`config.mk`:
```
export PLATFORM = sky130hd
export DESIGN_NAME = vme_param_regbank
export DESIGN_NICKNAME = d
export VERILOG_FILES = /design/src/rtl/vme_param_regbank.sv
export SDC_FILE = /design/constraint.sdc
export NUM_CORES = 1
export LEC_CHECK = 0
export ABC_AREA = 1
export CAP_MARGIN = 20
export CORE_MARGIN = 2
export CORE_UTILIZATION = 38
export DETAILED_ROUTE_END_ITERATION = 8
export PLACE_DENSITY_LB_ADDON = 0.3
export SYNTH_ARGS = -nofsm -noshare
export SYNTH_HDL_FRONTEND = slang
export SYNTH_SLANG_ARGS = --single-unit
```
`constraint.sdc`:
```
create_clock -name Clk -period 1.2 [get_ports Clk]
set_input_delay 0.3 -clock Clk [delete_from_list [all_inputs] [get_ports Clk]]
set_output_delay 0.3 -clock Clk [all_outputs]
set_load 0.02 [all_outputs]
```
`src/rtl/vme_param_regbank.sv`:
```
// Parametrised VME control register bank: N_REGS R/W registers plus one read-only
// status word at address N_REGS, with optional input and output pipeline stages.
module vme_param_regbank #(
  parameter int                   N_REGS     = 4,
  parameter int                   REG_WIDTH  = 8,
  parameter int                   ADDR_WIDTH = 5,
  parameter logic [REG_WIDTH-1:0] RESET_VAL  = '0,
  parameter int                   PIPE_IN    = 1,
  parameter int                   PIPE_OUT   = 1
) (
  input  logic                          Clk,
  input  logic                          rst_n,
  input  logic [ADDR_WIDTH-1:0]         VMEAddr,
  input  logic [31:0]                   VMEWrData,
  input  logic                          VMERdMem,
  input  logic                          VMEWrMem,
  output logic [31:0]                   VMERdData,
  output logic                          VMERdDone,
  output logic                          VMEWrDone,
  output logic [N_REGS*REG_WIDTH-1:0]   regs_o,
  output logic [N_REGS-1:0]             wr_strobe_o,
  input  logic [31:0]                   sts_i
);

  // Handshake: VMERdMem/VMEWrMem are single-cycle request pulses with no backpressure;
  // every accepted request yields exactly one VMERdDone/VMEWrDone pulse, in order.

  logic                  wr_v;
  logic [ADDR_WIDTH-1:0] wr_addr;
  logic [REG_WIDTH-1:0]  wr_data;

  // Upper write-data bits beyond REG_WIDTH are intentionally discarded.
  wire unused_wr_data = &{1'b0, VMEWrData};

  generate
    if (PIPE_IN != 0) begin : g_pipe_in
      logic                  v_q;
      logic [ADDR_WIDTH-1:0] a_q;
      logic [REG_WIDTH-1:0]  d_q;

      always_ff @(posedge Clk) begin
        if (!rst_n) begin
          v_q <= 1'b0;
          a_q <= '0;
          d_q <= '0;
        end else begin
          v_q <= VMEWrMem;
          a_q <= VMEAddr;
          d_q <= VMEWrData[REG_WIDTH-1:0];
        end
      end

      assign wr_v    = v_q;
      assign wr_addr = a_q;
      assign wr_data = d_q;
    end else begin : g_no_pipe_in
      assign wr_v    = VMEWrMem;
      assign wr_addr = VMEAddr;
      assign wr_data = VMEWrData[REG_WIDTH-1:0];
    end
  endgenerate

  // Status and unmapped addresses never match a select bit, so such writes only ack.
  logic [N_REGS-1:0] wr_sel;
  always_comb begin
    wr_sel = '0;
    for (int i = 0; i < N_REGS; i++) begin
      if (wr_v && (wr_addr == ADDR_WIDTH'(i))) wr_sel[i] = 1'b1;
    end
  end

  logic [REG_WIDTH-1:0] regs [N_REGS];
  logic [N_REGS-1:0]    wr_strobe_q;
  logic                 wr_done_q;

  always_ff @(posedge Clk) begin
    if (!rst_n) begin
      for (int i = 0; i < N_REGS; i++) regs[i] <= RESET_VAL;
      wr_strobe_q <= '0;
      wr_done_q   <= 1'b0;
    end else begin
      for (int i = 0; i < N_REGS; i++) begin
        if (wr_sel[i]) regs[i] <= wr_data;
      end
      wr_strobe_q <= wr_sel;
      wr_done_q   <= wr_v;
    end
  end

  always_comb begin
    regs_o = '0;
    for (int i = 0; i < N_REGS; i++) regs_o[i*REG_WIDTH +: REG_WIDTH] = regs[i];
  end

  assign wr_strobe_o = wr_strobe_q;
  assign VMEWrDone   = wr_done_q;

  // Read decode sees the registers before any write landing this cycle.
  logic [31:0] rd_data_c;
  always_comb begin
    rd_data_c = '0;
    for (int i = 0; i < N_REGS; i++) begin
      if (VMEAddr == ADDR_WIDTH'(i)) rd_data_c = 32'(regs[i]);
    end
    if (VMEAddr == ADDR_WIDTH'(N_REGS)) rd_data_c = sts_i;
  end

  generate
    if (PIPE_OUT != 0) begin : g_pipe_out
      logic        rd_done_q;
      logic [31:0] rd_data_q;

      always_ff @(posedge Clk) begin
        if (!rst_n) begin
          rd_done_q <= 1'b0;
          rd_data_q <= '0;
        end else begin
          rd_done_q <= VMERdMem;
          if (VMERdMem) rd_data_q <= rd_data_c;
        end
      end

      assign VMERdDone = rd_done_q;
      assign VMERdData = rd_data_q;
    end else begin : g_no_pipe_out
      assign VMERdDone = VMERdMem & rst_n;
      assign VMERdData = (VMERdMem & rst_n) ? rd_data_c : '0;
    end
  endgenerate

endmodule

```
==> impl_metrics.tcl <==
set metrics [dict create \
    status "finished with violations" \
    violations "setup timing" \
    cp_num_cells 1 \
    synth-seq-cells 84 \
    leakagePower_nw 2.324 \
    dp_cells 613 \
    io_pins 143 \
    die_height_um 98.11 \
    path_delay_family "flip-flops" \
    cp_slowest_cell "edfxtp_1" \
    vias 3186 \
    via_per_inst 4.955 \
    slowest_delay_ns 0.46 \
    path_clk_slew_ns 0.09 \
    max-vdd-ir-drop_uv 675.4 \
    cp-end-kind "primary output" \
    area_delta_synth_final_pct 54.68 \
    clock_sinks 84 \
    design_area_um2 5206 \
    ys_types 23 \
    fill_cells 756 \
    syn_nets 437 \
    post-synth-top-area-cell "dfxtp_1" \
    core_area_um2 8636 \
    dr.first_iter.drc_count 222 \
    rr_worst_depth 6 \
    synth_top_area_share 0.3093 \
    clockBufferDepth 2 \
    grt_pass1_vias 3076 \
    root_buffer "clkbuf_8" \
    antenna_left 0 \
    insertion_delay_ns 0.35 \
    fin_skew_ns 0.009439 \
    worstMarginPinSlew_ns 0.3881 \
    crit_chain "buf_6" \
    fin_tns_setup_ns -1.963 \
    avgSynthCellArea_um2 9.247 \
    die-area_um2 9626 \
    drt-total-wl_mm 9.713 \
    globalplace.congestion 0.8288 \
    hold_viol 0 \
    antennaDiodeCount 0 \
    finalSetupViolCount 92 \
    fp-row-count 34 \
    dr.pass1.iters 4 \
    dp_hpwl_mm 6.851 \
    start_kind "flop" \
    netlist_area_um2 3366 \
    worstSetupPathType "reg -> out" \
    hp-class "in -> reg" \
    slew_headroom 0.7410 \
    start_util 0.3897 \
    cp.arrival_ns 0.97 \
    synthCells 364 \
    postPlaceCellArea_um2 4917 \
    grt_usage 0.1957 \
    htreeDepth 3 \
    grt_pass1_wl_mm 14.88 \
    worstPathMaxFanout 2 \
    ys.warnings.count 0 \
    setup_slack_ns -0.07387 \
    worstPathRequired_ns 0.90 \
    grt_antenna_before_repair 0 \
    wl_per_cell_um 15.11 \
    final_max_slew_viol_count 0 \
    io_buffers 118 \
    layout.nets 603 \
    yosysSeqAreaShare 0.5948 \
    drive_gt1_frac 0.3626 \
    grt_overflow_total 0 \
    period_minus_slack_ns 1.274 \
    rsz0062_at_grt "yes" \
    grt_max_degree 29 \
    final_cell_count_no_fill 643 \
    worst-path-buf-inv 1 \
    hold_path_depth 3 \
    synth_area_leaders "dfxtp_1, edfxtp_1, nand2_1" \
    fin_crit_sh 1.062 \
    fmax_mhz 785.0 \
    die_x_um 98.11 \
    cts_buffers 9 \
    drc_errors 0 \
    cap_violations 0 \
    tritoncts "done" \
    powerDensity_nw_per_um2 1128 \
]
## power breakdown
group          switching [mW]  internal, mW
Clock                   0.990         0.942
Sequential             0.0603          3.06
Combinational           0.438         0.381
Total                    1.49          4.38
## metrics by stage
stage / utilization / setup WS, ns / hold WS [ns] / total power, mW
final: 0.6029 / -0.07387 / 0.2156 / 5.873
after global placement: 0.5694 / -0.5161 / 0.4356 / 3.954
after global routing: 0.6029 / -0.1071 / 0.2284 / 6.096
after floorplan: - / -0.008221 / 0.3935 / 3.514
after CTS: 0.5878 / -0.08550 / 0.3680 / 5.869
after detailed placement: 0.5694 / -0.5802 / 0.4355 / 3.971
## cells in the mapped netlist
cell type / n
o21bai_1: 8
inv_2: 2
or2_2: 1
nand3_1: 8
nand3_4: 2
buf_6: 1
o21ai_2: 8
clkbuf_4: 1
o21ai_0: 30
nor3_1: 1
dfxtp_1: 52
inv_1: 42
nor2_4: 3
o21ai_1: 2
buf_4: 5
a21oi_1: 31
clkbuf_1: 9
edfxtp_1: 32
buf_2: 4
a21oi_2: 1
nor2_1: 40
nand4_1: 24
nand2_1: 57
## area by class of cell
class / count / area, um^2 / area share
inverters: 44 / 178.9 / 0.03437
repair buffers: 173 / 1471 / 0.2826
multi-input cells: 217 / 1226 / 0.2355
clock inverters: 6 / 55.05 / 0.01057
repair inverters: 1 / 7.507 / 0.001442
flip-flops and latches: 84 / 2004 / 0.3850
clock buffers: 10 / 127.6 / 0.02451
well taps: 108 / 135.1 / 0.02596
## sequential cells by signal, indices dropped and copies added, names as in the netlist
| name | cells |
|---|---|
| g_pipe_in.a_q | 5 |
| VMEWrDone | 1 |
| VMERdData | 32 |
| regs | 32 |
| VMERdDone | 1 |
| wr_strobe_o | 4 |
| g_pipe_in.v_q | 1 |
| g_pipe_in.d_q | 8 |
## cell usage in the layout (no fill, tap or decap), types with 6 or more instances in the layout
| cell type | synthesis | routed |
|---|---|---|
| clkbuf_8 | 0 | 9 |
| nor2_2 | 0 | 7 |
| nand3_1 | 8 | 6 |
| o21bai_1 | 8 | 8 |
| o21ai_2 | 8 | 8 |
| nand2_1 | 57 | 49 |
| buf_2 | 4 | 29 |
| o21ai_0 | 30 | 30 |
| buf_6 | 1 | 34 |
| nand4_1 | 24 | 24 |
| inv_1 | 42 | 37 |
| nor2_4 | 3 | 10 |
| clkdlybuf4s50_1 | 0 | 43 |
| edfxtp_1 | 32 | 32 |
| dfxtp_1 | 52 | 50 |
| a21oi_1 | 31 | 31 |
| nor2_1 | 40 | 26 |
| buf_4 | 5 | 61 |
## kinds of logic (layout without fill, tap and decap cells)
group                  count (synthesis)  count (layout)  synth area share
buffers and inverters                 64             234           0.08179
AO/OA/AOI/OAI                         80              80            0.1349
AND/OR/NAND/NOR                      136             137            0.1885
flip-flops                            84              84            0.5948
## routing by layer
layer	GRT usage	wire (um)	vias to the layer above
li1	-	-	1545
met5	0	0	-
met4	0.08440	274	0
met1	0.2325	3888	1480
met2	0.3398	4888	131
met3	0.04438	661	30
## path summary, 6_finish.rpt
| kind | from | endpoint | slack, ns |
|---|---|---|---|
| worst max register to register | g_pipe_in.a_q[3]$_SDFF_PN0_ | regs[0][4]$_SDFFCE_PN0P_ | -0.05 |
| worst min register to register | g_pipe_in.v_q$_SDFF_PN0_ | VMEWrDone$_SDFF_PN0_ | 0.44 |
| worst max-delay path | regs[0][2]$_SDFFCE_PN0P_ | regs_o[2] | -0.07 |
| worst min-delay path | VMEAddr[1] | g_pipe_in.a_q[1]$_SDFF_PN0_ | 0.22 |
## what timing repair did
item	CTS	global route
gates resized for setup	363	58
hold buffers	0	0
pin swaps	8	26
gates cloned	1	1
hold endpoints to repair	0	0
setup buffers	13	4
setup endpoints to repair	166	126
No activity file was read; power rests on OpenSTA's default activity.
